--- src/rtl/power_effect_timer.sv ---
// power_effect_timer: Pac-Man power-bean effect timer with ghost fright and eat-combo tracking (optional pause via POWER_PAUSE_EN)
module power_effect_timer #(
  parameter int CNT_W      = 4,
  parameter int DURATION   = 8,
  parameter int WARN_MOVES = 3,
  parameter int NUM_GHOSTS = 4
) (
  input  logic                  clk,
  input  logic                  rst,
  input  logic [1:0]            scene,
  input  logic                  move_tick,
  input  logic                  power,
  input  logic [NUM_GHOSTS-1:0] ghost_eaten,
  input  logic                  pause,
  output logic                  power_active,
  output logic                  power_warn,
  output logic [CNT_W-1:0]      power_cnt,
  output logic [NUM_GHOSTS-1:0] ghost_fright,
  output logic                  eat_valid,
  output logic [1:0]            eat_combo,
  output logic                  power_done
);
  typedef enum logic [1:0] {S_IDLE, S_ACTIVE, S_WARN} state_t;
  state_t r_state, w_state;
  logic [CNT_W-1:0] r_cnt, w_cnt, w_dec;
  logic [NUM_GHOSTS-1:0] r_fright, w_fright, w_valid;
  logic [1:0] r_combo, w_combo, r_eat_combo, w_eat_combo;
  logic [7:0] w_sum;
  logic r_eat_valid, w_eat_valid, r_done, w_done, r_active, r_warn, w_tick;
`ifdef POWER_PAUSE_EN
  assign w_tick = move_tick & ~pause;
`else
  assign w_tick = move_tick & (pause | 1'b1);
`endif
  // State register
  always_ff @(posedge clk)
    if (rst) r_state <= S_IDLE;
    else r_state <= w_state;
  // Next state and next register values: scene reset beats power beats tick/eat
  always_comb begin
    w_state = r_state;
    w_cnt = r_cnt;
    w_fright = r_fright;
    w_combo = r_combo;
    w_eat_valid = 1'b0;
    w_eat_combo = 2'd0;
    w_done = 1'b0;
    w_valid = ghost_eaten & r_fright & {NUM_GHOSTS{r_state != S_IDLE}};
    w_dec = r_cnt - CNT_W'(1);
    w_sum = {6'd0, r_combo};
    for (int i = 0; i < NUM_GHOSTS; i++) w_sum = w_sum + 8'(w_valid[i]);
    if (scene == 2'b00) begin
      w_state = S_IDLE;
      w_cnt = '0;
      w_fright = '0;
      w_combo = '0;
    end else if (power) begin
      w_state = S_ACTIVE;
      w_cnt = CNT_W'(DURATION);
      w_fright = '1;
      w_combo = '0;
    end else begin
      if (|w_valid) begin
        w_eat_valid = 1'b1;
        w_eat_combo = r_combo;
        w_combo = w_sum > 8'd3 ? 2'd3 : w_sum[1:0];
        w_fright = r_fright & ~w_valid;
      end
      if (w_tick && r_state != S_IDLE) begin
        w_cnt = w_dec;
        w_state = w_dec == '0 ? S_IDLE : w_dec > CNT_W'(WARN_MOVES) ? S_ACTIVE : S_WARN;
        if (w_dec == '0) begin
          w_done = 1'b1;
          w_fright = '0;
          w_combo = '0;
        end
      end
    end
  end
  // Datapath and registered outputs
  always_ff @(posedge clk)
    if (rst) begin
      r_cnt <= '0;
      r_fright <= '0;
      r_combo <= '0;
      r_eat_valid <= 1'b0;
      r_eat_combo <= 2'd0;
      r_done <= 1'b0;
      r_active <= 1'b0;
      r_warn <= 1'b0;
    end else begin
      r_cnt <= w_cnt;
      r_fright <= w_fright;
      r_combo <= w_combo;
      r_eat_valid <= w_eat_valid;
      r_eat_combo <= w_eat_combo;
      r_done <= w_done;
      r_active <= w_state != S_IDLE;
      r_warn <= w_state == S_WARN;
    end
  assign power_active = r_active;
  assign power_warn = r_warn;
  assign power_cnt = r_cnt;
  assign ghost_fright = r_fright;
  assign eat_valid = r_eat_valid;
  assign eat_combo = r_eat_combo;
  assign power_done = r_done;
endmodule

--- config.mk ---
export PLATFORM = sky130hd
export DESIGN_NAME = power_effect_timer
export DESIGN_NICKNAME = d
export VERILOG_FILES = /design/src/rtl/power_effect_timer.sv
export SDC_FILE = /design/constraint.sdc
export NUM_CORES = 1
export LEC_CHECK = 0
export CORE_ASPECT_RATIO = 0.9
export CORE_UTILIZATION = 41
export DETAILED_ROUTE_END_ITERATION = 16
export GPL_ROUTABILITY_DRIVEN = 1
export PLACE_DENSITY = 0.8
export SETUP_SLACK_MARGIN = 0.5
export SLEW_MARGIN = 20
export SYNTH_ARGS = -nofsm -noshare
export SYNTH_HDL_FRONTEND = slang
export SYNTH_SLANG_ARGS = --single-unit
--- constraint.sdc ---
create_clock -name clk -period 2.6 [get_ports clk]
set_input_delay 0.65 -clock clk [delete_from_list [all_inputs] [get_ports clk]]
set_output_delay 0.65 -clock clk [all_outputs]
set_load 0.05 [all_outputs]
Word level (Yosys, flattened, before mapping)
Cells that the tools add are included.
Widths: inputs -> output; s select.
{ "totals": {"latchBits": 0, "n_memories": 0, "ramBits": 0, "elab_cells": 52, "in_bits": 11, "mem_bits_ro": 0, "out_inout_bits": 14, "regBits": 18} }
{ "classes": {"n_eq_ne": 1, "shifts": 0, "n_addsub": 5, "reduce_logical": 11, "n_mul": 0, "n_mux": 17, "order_cmp": 2, "n_div": 0, "bitwise": 6} }
{ "op_table": {"columns": ["operator", "count"], "rows": [
  ["$mux 4", 6],
  ["$mux 2", 9],
  ["$and 4x4->4", 3],
  ["$reduce_or 4->1", 3],
  ["$add 5x1->6", 1],
  ["$gt 6x2->1 const B", 1],
  ["$reduce_bool 2->1", 3],
  ["$add 4x1->5", 1],
  ["$add 3x1->4", 1],
  ["$gt 4x2->1 const B", 1],
  ["$logic_not 4->1", 1],
  ["$not 4->4", 1],
  ["$sub 4x1->4 const B", 1],
  ["$add 2x1->3", 1],
  ["$reduce_or 3->1", 1],
  ["$eq 2x2->1 const B", 1],
  ["$logic_not 2->1", 1],
  ["$mux 1", 2],
  ["$not 1->1", 2],
  ["$reduce_or 2->1", 1],
  ["$logic_and 1x1->1", 1]
]} }

Longest topological paths before layout
Gate-level depths: netlist of run 1.
{ "logic_depth": {"word_depth": 11, "ltp_mapped": 8, "mapped_depth_nobuf": 7} }

Worst setup path before layout of run 1
OpenSTA, ideal clock, no wires.
{ "synth_path": {"path_type": "flip-flop to flip-flop", "start": "reg r_fright[0] (netlist: ghost_fright[0])", "end": "reg r_combo[1]", "stages_incl_launch_ff": 7, "required_ns": 2.486, "n_path_buf": 0, "arrival_ns": 2.619, "synth_period_minus_slack_ns": 2.734, "setup_ns": 0.114, "setup_slack_ns": -0.134, "path_cell_list": "dfxtp_1 -> nand3_1 -> fa_1 -> fa_1 -> fa_1 -> and3_1 -> a2111oi_0"} }
{ "synth_via": {"elab_chain_cells": 11, "word_cells_on_any_way": 12, "cone_classes": "4 x add/sub; 1 x order compare; 4 x mux; 2 x bitwise; 1 x reduce/logical"} }
{ "synth_rtl": {"columns": ["item", "line_no", "source"], "rows": [
  ["start: declaration", "26", "logic [NUM_GHOSTS-1:0] r_fright, w_fright, w_valid;"],
  ["start signal: assignment", "93", "r_fright <= w_fright;"],
  ["$and 4x4->4 * (2 in series)", "48", "w_valid = ghost_eaten & r_fright & {NUM_GHOSTS{r_state != S_IDLE}};"],
  ["$add 2x1->3", "51", "for (int i = 0; i < NUM_GHOSTS; i++) w_sum = w_sum + 8'(w_valid[i]);"],
  ["$add 3x1->4", "51", null],
  ["$add 4x1->5", "51", null],
  ["$add 5x1->6", "51", null],
  ["$gt 6x2->1", "66", "w_combo = w_sum > 8'd3 ? 2'd3 : w_sum[1:0];"],
  ["$mux 2", "66", null],
  ["$mux 2 *", "63", "if (|w_valid) begin"],
  ["$mux 2", "72", "if (w_dec == '0) begin"],
  ["$mux 2 *", "69", "if (w_tick && r_state != S_IDLE) begin"],
  ["end signal: assignment", "94", "r_combo <= w_combo;"],
  ["end: declaration", "27", "logic [1:0] r_combo, w_combo, r_eat_combo, w_eat_combo;"]
]} }
Every way passes the cells marked *; elsewhere a longest branch is shown, timed or not.
A chain may end at the register's enable or synchronous reset.

Final worst setup path of run 1
{ "layout_path": {"start": "in ghost_eaten[1]", "end": "reg r_combo[1]"} }
{ "layout_via": {"elab_chain_cells": 10, "word_cells_on_any_way": 11, "cone_classes": "3 x add/sub; 1 x order compare; 4 x mux; 2 x bitwise; 1 x reduce/logical"} }
{ "layout_rtl": {"columns": ["item", "line_no", "source"], "rows": [
  ["start: declaration", "13", "input logic [NUM_GHOSTS-1:0] ghost_eaten,"],
  ["$and 4x4->4 * (2 in series)", "48", null],
  ["$add 3x1->4", "51", null],
  ["$add 4x1->5", "51", null],
  ["$add 5x1->6", "51", null],
  ["$gt 6x2->1", "66", null],
  ["$mux 2", "66", null],
  ["$mux 2 *", "63", null],
  ["$mux 2", "72", null],
  ["$mux 2 *", "69", null]
]} }
Marked as above.

==> results.toml, run 1 <==
[timing]
postLayoutSetupSlackWorst_ps = 215
finClkSkew_ps = 3.72
setup_repair_after_global_routing_missed_its_margin = "true"
finalWorstPathRequiredPeriod_ps = 2380
worst_hold_slack_ps = 489
worst_slew_pin_slew_ps = 499
finalHoldViolations = 0
worst_slew_margin_rel_pct = 66.7
timing.final.setup_violations = 0
achievable-frequency_mhz = 419
report.final.slew_viol_count = 0
period_utilization_post_route_pct = 91.7

[setup_path]
timing.setup.critical_path_class = "input pin to register"
critical-path-top-cell-by-count = "sky130_fd_sc_hd__fa_2"
setup.worst_path.start = "ghost_eaten[1]"
worst_path_max_delay_cell = "sky130_fd_sc_hd__fa_2"
critical_path.cell_chain = "dlygate4sd2_1, nand3_2, fa_1, fa_2, fa_2, and3_4, a2111oi_4"
timing.critical_path.arrival_ps = 2550
worstReg2RegStart = "r_state[1]"
element_type_at_the_critical_path_start = "input pin"
path_max_fanout = 2
required_ps = 2770
timing.reg2reg.worst_path_depth = 7
worstSetupEndpointType = "register"
crit_path_max_incr_delay_ps = 530

[routing]
post-route-drc-count = 0
drt_pre_antenna_iters = 4
initialDrtViolationCount = 12
antenna_nets_post_route = 0
postRouteWirelength_um = 1900
route.vias.total = 831
drt-vias-per-instance = 5.36
detail_route.wl_per_cell_um = 12.2

[synthesis]
ys_types = 30
synth_sequential_area_ratio_pct = 41.9
synthesis.area_per_instance_um2 = 8.77
postSynthNetCount = 115
synthesis.yosys.warnings = 0
netlist_instances = 98
mappedNetlistArea_um2 = 860
synthesis_stage_register_bit_count = 18

[die]
std_cell_rows = 15
die_w_um = 50.3
core_mm2 = 0.00195
floorplan.io_pins = 25
dieArea_mm2 = 0.00228
initial_core_util_pct = 44.0
die_y_um = 45.4

[clock_network]
clk_pin_slew_ps = 100
ctsRootBufferMaster = "sky130_fd_sc_hd__clkbuf_4"
worstSkewPairLatency_ps = 290
cts_inserted_buffers = 3
max-clock-path-buffers = 2
clock-sinks = 18
cts_hold_buffers = 0
cts_tree = "done"
clock_tree.htree_level_count = 1

[global_route]
antenna_violations_before_repair = 0
pin_count_of_the_biggest_net_entering_global_routing = 11
vias_in_the_first_global_route = 765
overflow = 0
grt_pass1_wl_um = 3180
grt_usage_pct = 19.1

[place]
detailedPlace.worstSlack_ps = -497
finalWeightedCongestion = 0.799
post_dp_cell_area_mm2 = 0.00117
place.detailed.hpwl_um = 1400
buffer_ports.inserted = 23

[finish]
area_delta_synth_final_pct = 46.4
diodes = 0
finish.instance_area_mm2 = 0.00126
final.fill_count = 177
mostFrequentLayoutCell = "sky130_fd_sc_hd__dfxtp_1"
layout.cells.most_common_list = "13 x sky130_fd_sc_hd__dfxtp_1, 11 x sky130_fd_sc_hd__nand2_1, 11 x sky130_fd_sc_hd__clkdlybuf4s50_1"
post_route_cells_drive_above_1_share_pct = 20.8
finish.net_count = 148
fin_util_pct = 64.5

[job]
cap_violations = 0

[min_path]
hold_path_startpoint = "ghost_fright[3]"
holdCritPathClass = "register to register"
worstHoldPathCells = 2

[power]
power.internal_uw = 422
power.combinational.fraction_pct = 21.4
power.leakage_uw = 0.000481
netSwitchingFraction_pct = 28.8
seq_power_share_pct = 50.3
total_switching_power_uw = 170
clkPwrFrac_pct = 28.3
power_density_mw_per_mm2 = 471
ir_worst_vdd_v = 0.000306

[status]
outcome = "finished, final reports clean"
[path summary, 6_finish.rpt]
check	end	slack [ps]
max	r_combo[1]	220
min	ghost_fright[3]	490
max reg2reg	r_combo[1]	220
min reg2reg	ghost_fright[3]	490
[final cells by class]
class	instances	area (um^2)	area share [%]
sequential	18	367	29.1
clock buffer	4	36.3	2.88
tap	25	31.3	2.49
inverter	6	22.5	1.79
multi-input combinational	72	528	41.9
timing repair buffer	30	274	21.8
[metal layers]
| metal | track usage, % | wire length, um | up-vias |
|---|---|---|---|
| met5 | 0 | 0 | - |
| met4 | 11.4 | 24 | 0 |
| met3 | 4.33 | 87 | 4 |
| met2 | 34.1 | 991 | 17 |
| met1 | 21.1 | 793 | 402 |
| li1 | - | - | 408 |
[Yosys cell counts]
cell type | instances | area share (%)
sky130_fd_sc_hd__nor4b_1 | 1 | 1.0
sky130_fd_sc_hd__o31a_2 | 1 | 1.2
sky130_fd_sc_hd__o31ai_1 | 1 | 0.87
sky130_fd_sc_hd__o21a_1 | 4 | 3.5
sky130_fd_sc_hd__fa_1 | 3 | 7.0
sky130_fd_sc_hd__nor3_1 | 5 | 2.9
sky130_fd_sc_hd__a211oi_1 | 2 | 1.7
sky130_fd_sc_hd__nor2_1 | 10 | 4.4
sky130_fd_sc_hd__dfxtp_1 | 18 | 42
sky130_fd_sc_hd__nand3b_1 | 1 | 0.87
sky130_fd_sc_hd__xnor2_1 | 2 | 2.0
sky130_fd_sc_hd__a21oi_1 | 2 | 1.2
sky130_fd_sc_hd__a22oi_1 | 1 | 0.87
sky130_fd_sc_hd__clkbuf_1 | 1 | 0.44
sky130_fd_sc_hd__nand2_1 | 11 | 4.8
sky130_fd_sc_hd__or2_1 | 1 | 0.73
sky130_fd_sc_hd__buf_2 | 1 | 0.58
sky130_fd_sc_hd__xor2_1 | 1 | 1.0
sky130_fd_sc_hd__nor4_1 | 1 | 0.73
sky130_fd_sc_hd__o21ai_0 | 8 | 4.7
sky130_fd_sc_hd__or2_2 | 2 | 1.5
sky130_fd_sc_hd__nand3_1 | 4 | 2.3
sky130_fd_sc_hd__a221oi_1 | 1 | 1.0
sky130_fd_sc_hd__ha_1 | 3 | 4.4
sky130_fd_sc_hd__nand2b_1 | 1 | 0.73
sky130_fd_sc_hd__or3_1 | 1 | 0.73
sky130_fd_sc_hd__a2111oi_0 | 2 | 2.0
sky130_fd_sc_hd__inv_1 | 6 | 2.6
sky130_fd_sc_hd__o21bai_1 | 1 | 0.87
sky130_fd_sc_hd__and3_1 | 2 | 1.5
[power by group through the flow]
stage	registers (uW)	clock network, uW	logic [uW]
5_1_grt	300	186	136
6_report	298	168	127
3_3_place_gp	305	0	120
3_5_place_dp	306	0	123
4_1_cts	298	175	125
2_1_floorplan	336	0	46.4
[worst max-delay path: cells and delay by family]
family / cells / cell delay, ps
adders and majority gates: 3 / 1340
and+or+nand+nor: 2 / 300
buffers and inverters: 1 / 230
AOI/OAI and AO/OA: 1 / 40
[per-stage QoR]
step	power (uW)	TNS, ps	instances
finish	592	0	155
detailed placement	429	-891	147
global route	622	0	155
floorplan	382	0	98
global placement	425	-815	147
CTS	598	0	155
[flip-flops by register name, summed over array words and instances (netlist names)]
name and cells:
r_state 2, power_warn 1, power_done 1, eat_valid 1
power_active 1, r_combo 2, ghost_fright 4, power_cnt 4
eat_combo 2
[repair_timing]
action                                  4_1_cts  5_1_grt
hold endpoints to repair                      0        0
endpoints found under the setup margin       10        7
buffers inserted                              4        0
gates resized for setup                      18        3
gates cloned                                  0        0
pin swaps                                     4        0
[cells by family (layout without fill, tap and decap cells)]
kind of cell	count (synthesis)	in the layout	synth area share (%)
adders and majority gates	6	6	11.4
xor gates and xnor gates	3	3	3.06
DFF	18	18	41.9
AOI/OAI and AO/OA	23	23	17.9
and+or+nand+nor	40	40	22.1
buffers and inverters	8	40	3.64
(Power assumes the default switching activity.)
==> run 2, diff against run 1 <==
--- a/config.mk
+++ b/config.mk
@@ -7,9 +7,11 @@
 export LEC_CHECK = 0
 export CORE_ASPECT_RATIO = 0.9
 export CORE_UTILIZATION = 41
+export CTS_CLUSTER_SIZE = 8
 export DETAILED_ROUTE_END_ITERATION = 16
 export GPL_ROUTABILITY_DRIVEN = 1
 export PLACE_DENSITY = 0.8
+export RECOVER_POWER = 25
 export SETUP_SLACK_MARGIN = 0.5
 export SLEW_MARGIN = 20
 export SYNTH_ARGS = -nofsm -noshare
==> results.toml, run 2 (synthesis results as in run 1) <==
[global_route]
antenna_violations_before_repair = 0
pin_count_of_the_biggest_net_entering_global_routing = 11
vias_in_the_first_global_route = 765
overflow = 0
grt_usage_pct = 19.1
grt_pass1_wl_um = 3180

[timing]
worst_slew_margin_rel_pct = 57.1
report.final.slew_viol_count = 0
setup_repair_after_global_routing_missed_its_margin = "true"
period_utilization_post_route_pct = 92.2
worst_slew_pin_slew_ps = 643
finalWorstPathRequiredPeriod_ps = 2400
timing.final.setup_violations = 0
finClkSkew_ps = 3.45
fin_tns_setup_ps = 0
achievable-frequency_mhz = 417
finalHoldViolations = 0

[finish]
post_route_cells_drive_above_1_share_pct = 20.0
diodes = 0
finish.instance_area_mm2 = 0.00125
area_delta_synth_final_pct = 45.4
fin_util_pct = 64.0
finish.net_count = 148
layout.cells.most_common_list = "13 x sky130_fd_sc_hd__dfxtp_1, 11 x sky130_fd_sc_hd__nand2_1, 10 x sky130_fd_sc_hd__nor2_1, 10 x sky130_fd_sc_hd__clkdlybuf4s50_1, 9 x sky130_fd_sc_hd__dlygate4sd2_1"
mostFrequentLayoutCell = "sky130_fd_sc_hd__dfxtp_1"

[setup_path]
critical_path.endpoint = "r_combo[1]"
element_type_at_the_critical_path_start = "input pin"
worstSetupEndpointType = "register"
timing.critical_path.arrival_ps = 2550
path_max_fanout = 2
timing.setup.critical_path_class = "input pin to register"
setup.worst_path.start = "ghost_eaten[1]"
required_ps = 2750
timing.reg2reg.worst_path_depth = 7
worst-r2r-setup-slack_ps = 210
worstReg2RegStart = "r_state[1]"
critical_path.reg2reg.endpoint = "r_combo[1]"

[routing]
drt_pre_antenna_iters = 4
detail_route.wl_per_cell_um = 12.3
postRouteWirelength_um = 1900
drt-vias-per-instance = 5.47
antenna_nets_post_route = 0
post-route-drc-count = 0
initialDrtViolationCount = 11
route.vias.total = 848

[min_path]
holdCritPathClass = "register to register"

[die]
die_y_um = 45.4
die_w_um = 50.3
dieArea_mm2 = 0.00228
core_mm2 = 0.00195
initial_core_util_pct = 44.0
std_cell_rows = 15
floorplan.io_pins = 25

[clock_network]
cts_tree = "done"
ctsRootBufferMaster = "sky130_fd_sc_hd__clkbuf_4"
clock-sinks = 18
worstSkewPairLatency_ps = 290
max-clock-path-buffers = 2
clock_tree.htree_level_count = 1
clk_pin_slew_ps = 100
cts_inserted_buffers = 3

[place]
finalWeightedCongestion = 0.799
place.detailed.hpwl_um = 1400
post_dp_cell_area_mm2 = 0.00117
buffer_ports.inserted = 23

[power]
ir_worst_vdd_v = 0.000306
power_density_mw_per_mm2 = 473
power.leakage_uw = 0.000464

[status]
outcome = "finished, final reports clean"

[job]
cap_violations = 0
[run 2: how the worst min path moves through the flow]
stage / start / to / slack, ps / cells after the start
6_report: ghost_fright[3] / ghost_fright[3] / 490 / 2
5_1_grt: ghost_fright[3] / ghost_fright[3] / 510 / 2
4_1_cts: ghost_fright[3] / ghost_fright[3] / 490 / 2
3_5_place_dp: ghost_fright[3] / ghost_fright[3] / 480 / 2
3_3_place_gp: ghost_fright[3] / ghost_fright[3] / 470 / 2
2_1_floorplan: r_combo[0] / eat_combo[0] / 490 / 2
[run 2: power by group]
part           switching, uW  internal (uW)
clock network           82.9           85.3
logic                   77.9           46.9
registers               10.1            288
[run 2: worst max-delay path, stage by stage]
cell and delay, ps:
sky130_fd_sc_hd__dlygate4sd2_1 230, sky130_fd_sc_hd__nand3_2 110, sky130_fd_sc_hd__fa_1 460, sky130_fd_sc_hd__fa_2 350, sky130_fd_sc_hd__fa_2 530, sky130_fd_sc_hd__and3_4 190, sky130_fd_sc_hd__a2111oi_4 40
[run 2: stage by stage]
step | setup slack [ps] | instances | hold slack (ps) | total power [uW]
detailed placement | -497 | 147 | 476 | 429
global placement | -443 | 147 | 473 | 425
floorplan | 153 | 98 | 489 | 382
global route | 141 | 155 | 508 | 620
finish | 202 | 155 | 489 | 591
CTS | 222 | 155 | 493 | 598
[run 2: repair_timing]
| item | 4_1_cts | 5_1_grt |
|---|---|---|
| gates cloned | 0 | 0 |
| pin swaps | 4 | 0 |
| hold endpoints to repair | 0 | 0 |
| endpoints found under the setup margin | 10 | 7 |
| hold buffers | 0 | 0 |
| resized for setup | 18 | 3 |
| setup buffers | 4 | 0 |
[run 2: area by class of cell]
cell class / count / area (um^2)
Fill cell: 177 / 702
Multi-Input combinational cell: 72 / 528
Sequential cell: 18 / 367
Timing Repair Buffer: 30 / 265
Clock buffer: 4 / 36.3
Tap cell: 25 / 31.3
Inverter: 6 / 22.5
[run 2: layer usage]
| layer | vias up | global-route usage [%] | part of all wire (%) |
|---|---|---|---|
| met5 | - | 0 | 0 |
| met4 | 0 | 11.4 | 1.8 |
| met3 | 5 | 4.33 | 5.0 |
| met2 | 22 | 34.1 | 52 |
| met1 | 412 | 21.1 | 41 |
| li1 | 409 | - | - |
